## src/rtl/friscv_pkg.sv

```systemverilog
// rtl/friscv_pkg.sv - funct3 codes, pending-load tag and lane extraction for the friscv load/store unit
package friscv_pkg;

    localparam logic [2:0] LB  = 3'b000;
    localparam logic [2:0] LH  = 3'b001;
    localparam logic [2:0] LW  = 3'b010;
    localparam logic [2:0] LD  = 3'b011;
    localparam logic [2:0] LBU = 3'b100;
    localparam logic [2:0] LHU = 3'b101;
    localparam logic [2:0] LWU = 3'b110;
    localparam logic [2:0] SB  = 3'b000;
    localparam logic [2:0] SH  = 3'b001;
    localparam logic [2:0] SW  = 3'b010;
    localparam logic [2:0] SD  = 3'b011;

    typedef struct packed {
        logic [4:0] rd;
        logic [2:0] funct3;
        logic [2:0] off;
    } lsu_tag_t;

    localparam int TAG_W = $bits(lsu_tag_t);

    // Works on a 64-bit view; a 32-bit datapath zero-extends rdata and truncates the result.
    function automatic logic [63:0] lane_extract(input logic [63:0] rdata,
                                                 input logic [2:0]  funct3,
                                                 input logic [2:0]  off);
        logic [63:0] lane;
        lane = rdata >> {off, 3'b000};
        case (funct3)
            LB:      lane_extract = {{56{lane[7]}}, lane[7:0]};
            LH:      lane_extract = {{48{lane[15]}}, lane[15:0]};
            LW:      lane_extract = {{32{lane[31]}}, lane[31:0]};
            LBU:     lane_extract = {56'b0, lane[7:0]};
            LHU:     lane_extract = {48'b0, lane[15:0]};
            LWU:     lane_extract = {32'b0, lane[31:0]};
            default: lane_extract = lane;
        endcase
    endfunction

endpackage

```

## src/rtl/friscv_scfifo.sv

```systemverilog
// rtl/friscv_scfifo.sv - single-clock FIFO holding the tags of loads awaiting a response
module friscv_scfifo #(
    parameter int DEPTH = 2,
    parameter int WIDTH = 11,
    parameter int CW    = $clog2(DEPTH + 1)
) (
    input  logic             aclk,
    input  logic             aresetn,
    input  logic             srst,
    input  logic             wr_en,
    input  logic [WIDTH-1:0] wr_data,
    input  logic             rd_en,
    output logic [WIDTH-1:0] rd_data,
    output logic             full,
    output logic             empty,
    output logic [CW-1:0]    count
);

    localparam int PW = (DEPTH > 1) ? $clog2(DEPTH) : 1;

    logic [WIDTH-1:0] mem [DEPTH];
    logic [PW-1:0]    wptr;
    logic [PW-1:0]    rptr;
    logic             do_wr;
    logic             do_rd;

    assign full    = (count == CW'(DEPTH));
    assign empty   = (count == '0);
    assign do_wr   = wr_en & ~full;
    assign do_rd   = rd_en & ~empty;
    assign rd_data = mem[rptr];

    always_ff @(posedge aclk) begin
        if (do_wr)
            mem[wptr] <= wr_data;
    end

    always_ff @(posedge aclk or negedge aresetn) begin
        if (!aresetn) begin
            wptr  <= '0;
            rptr  <= '0;
            count <= '0;
        end else if (srst) begin
            wptr  <= '0;
            rptr  <= '0;
            count <= '0;
        end else begin
            if (do_wr)
                wptr <= (wptr == PW'(DEPTH - 1)) ? '0 : wptr + PW'(1);
            if (do_rd)
                rptr <= (rptr == PW'(DEPTH - 1)) ? '0 : rptr + PW'(1);
            case ({do_wr, do_rd})
                2'b10:   count <= count + CW'(1);
                2'b01:   count <= count - CW'(1);
                default: count <= count;
            endcase
        end
    end

endmodule

```

## src/rtl/friscv_lsu.sv

```systemverilog
// rtl/friscv_lsu.sv - load/store unit: decodes, checks and issues byte-strobed requests,
// tracking outstanding loads so responses land in the right register with the right extension.
module friscv_lsu
    import friscv_pkg::*;
#(
    parameter int ADDRW   = 16,
    parameter int XLEN    = 32,
    parameter int OSTDREQ = 2
) (
    input  logic              aclk,
    input  logic              aresetn,
    input  logic              srst,
    input  logic              lsu_en,
    output logic              lsu_ready,
    input  logic              lsu_load,
    input  logic [2:0]        lsu_funct3,
    input  logic [4:0]        lsu_rd_addr,
    input  logic [XLEN-1:0]   lsu_rs1_val,
    input  logic [XLEN-1:0]   lsu_rs2_val,
    input  logic [11:0]       lsu_imm,
    output logic              lsu_err,
    output logic              mem_en,
    output logic              mem_wr,
    output logic [ADDRW-1:0]  mem_addr,
    output logic [XLEN-1:0]   mem_wdata,
    output logic [XLEN/8-1:0] mem_strb,
    input  logic              mem_ready,
    input  logic              mem_rvalid,
    input  logic [XLEN-1:0]   mem_rdata,
    output logic              rd_wr,
    output logic [4:0]        rd_addr,
    output logic [XLEN-1:0]   rd_val
);

    localparam int NB   = XLEN / 8;
    localparam int OFFW = $clog2(NB);
    localparam int CW   = $clog2(OSTDREQ + 1);

    logic [ADDRW-1:0] ea;
    logic [2:0]       off;
    logic [7:0]       strb_base;
    logic             misaligned;
    logic             illegal;
    logic             bad;
    logic             accept;
    logic             stall;
    logic             load_in_req;
    logic             push;
    logic             pop;
    logic             post_reset;
    lsu_tag_t         req_tag;
    lsu_tag_t         head_tag;
    logic             fifo_full;
    logic             fifo_empty;
    logic [CW-1:0]    fifo_count;

    assign ea  = ADDRW'(lsu_rs1_val + {{(XLEN-12){lsu_imm[11]}}, lsu_imm});
    assign off = 3'(ea[OFFW-1:0]);

    always_comb begin
        strb_base  = 8'h01;
        misaligned = 1'b0;
        case (lsu_funct3[1:0])
            2'b00: strb_base = 8'h01;
            2'b01: begin strb_base = 8'h03; misaligned = off[0];        end
            2'b10: begin strb_base = 8'h0F; misaligned = |off[1:0];     end
            2'b11: begin strb_base = 8'hFF; misaligned = |off;          end
            default: ;
        endcase
    end

    assign illegal = (lsu_funct3 == 3'b111) || (!lsu_load && lsu_funct3[2]) ||
                     ((XLEN == 32) && (lsu_funct3 == LD || lsu_funct3 == LWU));
    assign bad     = misaligned | illegal;

    // Occupancy counts a load still sitting in the request register, from registered state only.
    assign stall       = mem_en & ~mem_ready;
    assign load_in_req = mem_en & ~mem_wr;
    assign lsu_ready   = !stall &&
                         ((CW+1)'(fifo_count) + (CW+1)'(load_in_req) < (CW+1)'(OSTDREQ));
    assign accept      = lsu_en & lsu_ready;
    assign push        = mem_en & mem_ready & ~mem_wr & ~fifo_full;
    assign pop         = mem_rvalid & ~fifo_empty;

    friscv_scfifo #(
        .DEPTH (OSTDREQ),
        .WIDTH (TAG_W)
    ) u_fifo (
        .aclk    (aclk),
        .aresetn (aresetn),
        .srst    (srst),
        .wr_en   (push),
        .wr_data (req_tag),
        .rd_en   (pop),
        .rd_data (head_tag),
        .full    (fifo_full),
        .empty   (fifo_empty),
        .count   (fifo_count)
    );

    always_ff @(posedge aclk or negedge aresetn) begin
        if (!aresetn) begin
            lsu_err    <= 1'b0;
            mem_en     <= 1'b0;
            mem_wr     <= 1'b0;
            mem_addr   <= '0;
            mem_wdata  <= '0;
            mem_strb   <= '0;
            req_tag    <= '0;
            rd_wr      <= 1'b0;
            rd_addr    <= '0;
            rd_val     <= '0;
            post_reset <= 1'b1;
        end else if (srst) begin
            lsu_err    <= 1'b0;
            mem_en     <= 1'b0;
            mem_wr     <= 1'b0;
            mem_addr   <= '0;
            mem_wdata  <= '0;
            mem_strb   <= '0;
            req_tag    <= '0;
            rd_wr      <= 1'b0;
            rd_addr    <= '0;
            rd_val     <= '0;
            post_reset <= 1'b1;
        end else begin
            lsu_err <= accept & bad;
            if (accept && !bad) begin
                mem_en    <= 1'b1;
                mem_wr    <= ~lsu_load;
                mem_addr  <= ea & ~ADDRW'(NB - 1);
                mem_wdata <= XLEN'(64'(lsu_rs2_val) << {off, 3'b000});
                mem_strb  <= NB'(strb_base << off);
                req_tag   <= '{rd: lsu_rd_addr, funct3: lsu_funct3, off: off};
            end else if (!stall) begin
                mem_en <= 1'b0;
            end
            rd_wr <= pop;
            if (pop) begin
                rd_addr <= head_tag.rd;
                rd_val  <= XLEN'(lane_extract(64'(mem_rdata), head_tag.funct3, head_tag.off));
            end
            if (push)
                post_reset <= 1'b0;
        end
    end

    // Stray responses right after a reset belong to dropped loads and are expected.
    a_rvalid_with_tag : assert property (@(posedge aclk) disable iff (!aresetn || srst)
        !(mem_rvalid && fifo_empty && !post_reset));

endmodule

```

## config.mk

```make
export PLATFORM = sky130hd
export DESIGN_NAME = friscv_lsu
export DESIGN_NICKNAME = d
export VERILOG_FILES = /design/src/rtl/friscv_pkg.sv /design/src/rtl/friscv_scfifo.sv /design/src/rtl/friscv_lsu.sv
export SDC_FILE = /design/constraint.sdc
export NUM_CORES = 1
export LEC_CHECK = 0
export BUFFER_PORTS_ARGS = -buffer_cell sky130_fd_sc_hd__buf_2
export CAP_MARGIN = 20
export CORE_MARGIN = 2
export CORE_UTILIZATION = 53
export CTS_BUF_LIST = sky130_fd_sc_hd__clkbuf_4 sky130_fd_sc_hd__clkbuf_8
export CTS_CLUSTER_SIZE = 25
export DETAILED_ROUTE_END_ITERATION = 12
export HOLD_SLACK_MARGIN = 0.05
export PLACE_DENSITY_LB_ADDON = 0.15
export SETUP_SLACK_MARGIN = 0.4
export SLEW_MARGIN = 20
export SYNTH_ARGS = -nofsm -noshare
export SYNTH_HDL_FRONTEND = slang
export SYNTH_HIERARCHICAL = 1
export SYNTH_SLANG_ARGS = --single-unit
```

## constraint.sdc

```tcl
create_clock -name aclk -period 3.6 [get_ports aclk]
set_clock_uncertainty 0.15 [all_clocks]
set_input_delay 0 -clock aclk [delete_from_list [all_inputs] [get_ports aclk]]
set_output_delay 0 -clock aclk [all_outputs]
set_load 0.005 [all_outputs]
```

# After elaboration in Yosys (flattened, before gate mapping)
# Memories as Yosys holds them, arrays and structs flattened.
# Index checks and enable logic that the tools add are counted.
word_totals:
  reg_bits: 108
  mem_bits_rw: 22
  in_bits: 123
  output_inout_bits: 94
  elab_cells: 108
  n_memories: 1
op_classes:
  addsub: 6
  n_lt_le_gt_ge: 1
  eq_ne: 15
  n_shift: 3
  muxes: 32
  bitwise: 16
  n_reduce_logical: 19
memory_table:
  columns: ["name", "words", "word_bits", "rd", "rd_ports_with_merged_regs", "wr", "line", "rtl"]
  rows:
  - ["u_fifo.mem", 2, 11, 1, 0, 1, "friscv_scfifo.sv:21", "logic [WIDTH-1:0] mem [DEPTH];"]
op_table:
  columns: ["operator", "n"]
  rows:
  - ["$pmux 32 s6", 1]
  - ["$mux 32", 4]
  - ["$mux 16", 2]
  - ["$pmux 8 s4", 1]
  - ["$shl 32x5->32", 1]
  - ["$shr 32x6->32", 1]
  - ["$mux 11", 2]
  - ["$add 16x16->16", 1]
  - ["$eq 3x3->1 const B", 5]
  - ["$mux 1", 15]
  - ["$and 1x1->1", 10]
  - ["$mux 5", 2]
  - ["$eq 2x2->1 const B", 4]
  - ["$mux 4", 2]
  - ["$reduce_bool 2->1", 4]
  - ["$shl 8x2->4", 1]
  - ["$eq 3x2->1 const B", 2]
  - ["$not 1->1", 5]
  - ["$eq 2x1->1 const B", 2]
  - ["$logic_not 2->1", 2]
  - ["$pmux 2 s2", 1]
  - ["$reduce_or 2->1", 2]
  - ["$add 2x1->3", 1]
  - ["$eq 3x1->1 const B", 1]
  - ["other kinds (13)", 20]

# Logic depth before layout (Yosys ltp)
logic_depth:
  depth_word: 9
  ltp_mapped: 10
  depth_no_buf: 8

# Cells and area by module
# Netlist, hierarchy kept.
modules_own_cells:
  columns: ["module", "instances", "cells_each", "area_each_um2", "seq_area_each_um2"]
  rows:
  - ["friscv_lsu", 1, 590, 5600.4, 2527.4]
  - ["friscv_scfifo", 1, 59, 1014.7, 760.7]

# Worst setup path after synthesis
# OpenSTA, ideal clock, no wires.
synth_timing:
  path_type: "flip-flop to flip-flop"
  startpoint: "reg u_fifo.rptr"
  endpoint: "reg rd_val[22]"
  setup_time_ns: 0.126
  arrival_time_ns: 2.235
  t_required_ns: 3.324
  path_slack_ns: 1.089
  stages_incl_launch_ff: 11
  n_path_buf: 3
  period_less_slack_ns: 2.511
  cell_sequence: "dfrtp_1 buf_2 mux2_2 buf_2 mux4_2 nand2_1 nor2_1 a21oi_2 nor4_4 buf_6 a221o_1"
synth_lines:
  columns: ["item", "line", "rtl"]
  rows:
  - ["from (decl)", "friscv_scfifo.sv:23", "logic [PW-1:0] rptr;"]
  - ["from (signal assigned)", "friscv_scfifo.sv:51", "rptr <= (rptr == PW'(DEPTH - 1)) ? '0 : rptr + PW'(1);"]
  - ["to (signal assigned)", "friscv_lsu.sv:141", "rd_val <= XLEN'(lane_extract(64'(mem_rdata), head_tag.funct3, head_tag.off));"]
  - ["to (decl)", "friscv_lsu.sv:32", "output logic [XLEN-1:0] rd_val"]

# Final worst setup path
layout_timing:
  startpoint: "in lsu_rs1_val[0]"
  endpoint: "reg req_tag[7] (netlist bit)"
layout_via:
  elab_chain_cells: 7
layout_rtl:
  columns: ["item", "line", "rtl"]
  rows:
  - ["from (decl)", "friscv_lsu.sv:18", "input logic [XLEN-1:0] lsu_rs1_val,"]
  - ["$add 16x16->16 (*)", "friscv_lsu.sv:57", "assign ea = ADDRW'(lsu_rs1_val + {{(XLEN-12){lsu_imm[11]}}, lsu_imm});"]
  - ["$reduce_or 2->1", "friscv_lsu.sv:66, friscv_lsu.sv:67", null]
  - ["$pmux 1 s2 (*)", "friscv_lsu.sv:63", "case (lsu_funct3[1:0])"]
  - ["$or 1x1->1 (*)", "friscv_lsu.sv:74", "assign bad = misaligned | illegal;"]
  - ["$logic_not 1->1 (*)", "friscv_lsu.sv:128", "if (accept && !bad) begin"]
  - ["$logic_and 1x1->1 (*)", "friscv_lsu.sv:128", null]
  - ["$reduce_bool 2->1 (no source line) (*)", null, null]
  - ["to (signal assigned)", "friscv_lsu.sv:134", "req_tag <= '{rd: lsu_rd_addr, funct3: lsu_funct3, off: off};"]
  - ["to (decl)", "friscv_lsu.sv:51", "lsu_tag_t req_tag;"]
# Every way passes the cells marked *; elsewhere a longest branch is shown, timed or not.
# A chain may end at the register's enable or synchronous reset.

==> impl_metrics.py <==
metrics = {
    "setup_path": {
        "timing.critical_path.slowest_cell_delay_ns": 0.57,
        "rr_endpoint": "rd_val[3]",
        "cp_slowest_cell": "sky130_fd_sc_hd__dlygate4sd3_1",
        "critical_path.reg2reg.startpoint": "u_fifo/rptr",
        "startpoint_type": "input pin",
        "critPathMostFrequentCell": "sky130_fd_sc_hd__dlygate4sd3_1",
        "worstSetupEndpointType": "register",
        "setup.worst_path.class": "in -> reg",
        "rr_worst_depth": 8,
        "worst_reg2reg_setup_slack_ns": 0.65,
        "crit_path_cell_trace": "buf_2 -> ha_1 -> dlygate4sd3_1 -> or2_4 -> o32ai_4 -> and4b_1 -> buf_6 -> nand2_1 -> dlygate4sd3_1 -> a21oi_1 -> dlygate4sd3_1",
        "crit_arrival_ns": 3.37,
        "max_fanout_on_critical_path": 16,
        "required_ns": 3.82,
    },
    "placed_design": {
        "dpl_cell_area_um2": 7730,
        "globalplace.congestion": 0.930,
        "place.detailed.instances": 987,
        "port_buffer_cells": 198,
        "detailed_place_hpwl_mm": 12.3,
    },
    "routing": {
        "drt-total-wl_mm": 19.9,
        "ant_nets": 0,
        "vias_per_cell": 5.61,
        "detail_route.drc_violations": 0,
        "dr_total_vias": 6428,
        "drt_iter0_markers": 581,
        "drt-wirelength-per-cell_um": 17.4,
        "first_pass_iters": 6,
    },
    "final_layout": {
        "drive_gt1_frac": 0.286,
        "finish.instance_area_um2": 9460,
        "fillers": 815,
        "area_growth_syn_to_layout_pct": 43.0,
        "postLayoutCoreUtil": 0.781,
        "layout.cells.most_common": "sky130_fd_sc_hd__buf_2",
        "num-nets-final": 1101,
        "finalNonFillerCells": 1145,
        "most-common-layout-cells": "sky130_fd_sc_hd__buf_2 (197), sky130_fd_sc_hd__dlygate4sd3_1 (123), sky130_fd_sc_hd__dfrtp_1 (105)",
    },
    "global_route": {
        "number_of_antenna_violations_at_the_first_check_in_global_routing": 2,
        "grt_start_max_net_pins": 41,
        "wire_length_of_the_first_global_routing_pass_mm": 31.3,
        "grt_pass1_vias": 6435,
        "globalRouteOverflowTotal": 0,
        "grt_util_all_layers": 0.299,
    },
    "clock_tree": {
        "cts_tree": "done",
        "htreeDepth": 4,
        "insertion_delay_ns": 0.43,
        "clockBufferDepth": 2,
        "post_cts.repair.setup_buffers": 0,
        "clock_input_transition_at_the_sequential_cells_of_the_worst_setup_and_hold_paths_ns": 0.08,
        "cts_buffers": 17,
        "cts.sinks": 127,
        "clock_tree.root_cell": "sky130_fd_sc_hd__clkbuf_8",
    },
    "yosys": {
        "netlist_area_um2": 6620,
        "ys_warn_count": 6,
        "ys_seq_elements": 127,
        "dominant_combinational_cell_family_by_area_after_synthesis": "compound AO/OA/AOI/OAI gates",
        "synthDominantAreaCellType": "sky130_fd_sc_hd__dfrtp_1",
        "ys_dominant_reg_cell": "sky130_fd_sc_hd__dfrtp_1",
        "synth_compound_gate_area_share": 0.193,
        "synth_adder_area_share": 0.0314,
        "async_reset_ff_frac": 0.827,
        "syn-instance-count": 649,
        "ys_top_cells_by_area": "sky130_fd_sc_hd__dfrtp_1 (40%), sky130_fd_sc_hd__edfxtp_1 (10%), sky130_fd_sc_hd__mux2i_1 (5.1%), sky130_fd_sc_hd__a21oi_1 (4.6%), sky130_fd_sc_hd__nand2_1 (4.3%)",
        "ys_seq_area_frac": 0.497,
        "synthXorXnorAreaFrac": 0.0172,
        "post_synth_num_cell_types": 66,
        "synth_simple_gate_area_share": 0.138,
        "synth_top_area_frac": 0.397,
        "synth.area.mux_share": 0.0855,
        "syn_avg_cell_area_um2": 10.2,
        "number_of_synthesized_flops_with_an_enable_pin": 22,
    },
    "timing": {
        "max_slew_margin": 0.396,
        "maxClockFrequency_mhz": 317,
        "final_setup_violation_count": 0,
        "report.final.slew_viol_count": 0,
        "post-route-period-util": 0.875,
        "finalWorstPathRequiredPeriod_ns": 3.15,
        "worst_slew_pin_slew_ns": 0.899,
        "timing.setup.tns_ns": 0,
        "final_hold_violating_endpoints": 0,
        "rsz0062_at_grt": "true",
    },
    "floorplanning": {
        "core-area_um2": 12100,
        "dieWidth_um": 116,
        "initial_core_util": 0.546,
        "num_rows": 40,
        "ioPinCount": 217,
        "die_area_um2": 13400,
        "dieHeight_um": 116,
    },
    "min_path": {
        "hold-path-cell-count": 6,
        "worstHoldStart": "lsu_rs2_val[30]",
        "min-delay-path-class": "in -> reg",
        "hold_end": "mem_wdata[30]",
    },
    "power_and_ir_drop": {
        "peakVddDrop_mv": 0.290,
        "power_leakage_uw": 0.00460,
        "pwr_density_cell_nw_per_um2": 383,
        "finalPower_uw": 3630,
    },
    "flow_run": {
        "cap_viol_max_count": 0,
    },
    "status": {
        "status": "complete, no violations",
    },
}
stage by stage:
step	hold slack [ns]	worst slack (ns)
finish	0.0645	0.449
global route	0.0924	0.356
CTS	0.0511	0.478
detailed placement	-0.122	0.756
global placement	-0.130	0.828
floorplan	-0.446	1.09
what timing repair did:
action                     in CTS  in global routing
gates resized for setup         0                  5
setup endpoints to repair       0                  5
hold buffers                  124                  0
hold endpoints to repair      208                  0
cell families (layout without fill, tap and decap cells):
| kind of cell | count (synthesis) | count (layout) |
|---|---|---|
| adder cells (fa/ha/maj) | 16 | 16 |
| other | 1 | 6 |
| XOR/XNOR | 13 | 13 |
| multiplexers | 53 | 53 |
| AO/OA/AOI/OAI | 191 | 191 |
| AND/OR/NAND/NOR | 191 | 191 |
| buffers and inverters | 57 | 380 |
| flip-flops | 127 | 127 |
cells in the mapped netlist (2+ instances only):
cell / number
sky130_fd_sc_hd__buf_2: 13
sky130_fd_sc_hd__xnor2_1: 7
sky130_fd_sc_hd__a21o_1: 7
sky130_fd_sc_hd__nor2b_1: 13
sky130_fd_sc_hd__ha_1: 15
sky130_fd_sc_hd__o22ai_1: 2
sky130_fd_sc_hd__o211ai_1: 7
sky130_fd_sc_hd__a21oi_1: 61
sky130_fd_sc_hd__a22oi_1: 7
sky130_fd_sc_hd__o21ai_0: 33
sky130_fd_sc_hd__or2_2: 2
sky130_fd_sc_hd__a31oi_1: 5
sky130_fd_sc_hd__dfrtp_1: 105
sky130_fd_sc_hd__inv_1: 9
sky130_fd_sc_hd__nor3_1: 22
sky130_fd_sc_hd__buf_1: 4
sky130_fd_sc_hd__or3_1: 2
sky130_fd_sc_hd__mux2i_1: 34
sky130_fd_sc_hd__nand2b_1: 4
sky130_fd_sc_hd__clkbuf_1: 23
sky130_fd_sc_hd__nor2_1: 53
sky130_fd_sc_hd__xor2_1: 6
sky130_fd_sc_hd__or2_1: 2
sky130_fd_sc_hd__a22o_1: 11
sky130_fd_sc_hd__mux2_2: 18
sky130_fd_sc_hd__nand2_1: 76
sky130_fd_sc_hd__buf_4: 3
sky130_fd_sc_hd__inv_2: 2
sky130_fd_sc_hd__a221o_1: 16
sky130_fd_sc_hd__nor3b_1: 2
sky130_fd_sc_hd__edfxtp_1: 22
sky130_fd_sc_hd__a211oi_1: 29
final cells by class:
cell class / count / area (um2) / share of cell area
timing repair buffer: 336 / 2370 / 0.250
inverter: 12 / 45.0 / 0.00476
multi-input combinational: 468 / 3100 / 0.328
antenna: 2 / 5.00 / 0.000529
clock inverter: 13 / 186 / 0.0197
tap: 168 / 210 / 0.0222
sequential: 127 / 3290 / 0.348
clock buffer: 19 / 262 / 0.0276
report_power, final:
group          switching (uW)  internal, uW
Combinational             364           337
Clock                     588           793
Sequential               31.2          1510
Total                     983          2640
worst max-delay path, delay by kind of cell:
| family | cells | cell delay (ns) |
|---|---|---|
| adders and majority gates | 1 | 0.33 |
| buffers and inverters | 5 | 1.99 |
| and+or+nand+nor | 3 | 0.63 |
| AOI/OAI and AO/OA | 2 | 0.42 |
state kept, by name (all words and copies together) (netlist names), 2 cells and up:
name and cells:
mem_wdata 32, rd_val 32, u_fifo/mem 22, mem_addr 14
req_tag 10, rd_addr 5, mem_strb 4, u_fifo/count 2
worst max-delay path by stage:
stage,from,to
after global routing,lsu_rs1_val[0],mem_wdata[21]
after CTS,lsu_rs1_val[0],mem_wdata[20]
after detailed placement,u_fifo/rptr,rd_val[18]
after global placement,lsu_rs1_val[0],mem_wdata[6]
final,lsu_rs1_val[0],req_tag[7]
after floorplan,u_fifo/rptr,rd_val[22]
layer usage:
layer / up-vias / track usage / routed length (um) / share of wire
met4: 0 / 0.144 / 749 / 0.038
met3: 71 / 0.0690 / 1310 / 0.066
met2: 303 / 0.498 / 9810 / 0.49
met5: - / 0 / 0 / 0
li1: 2981 / - / - / -
met1: 3073 / 0.370 / 8000 / 0.40
Note: power is estimated with default switching activity, not from simulation.
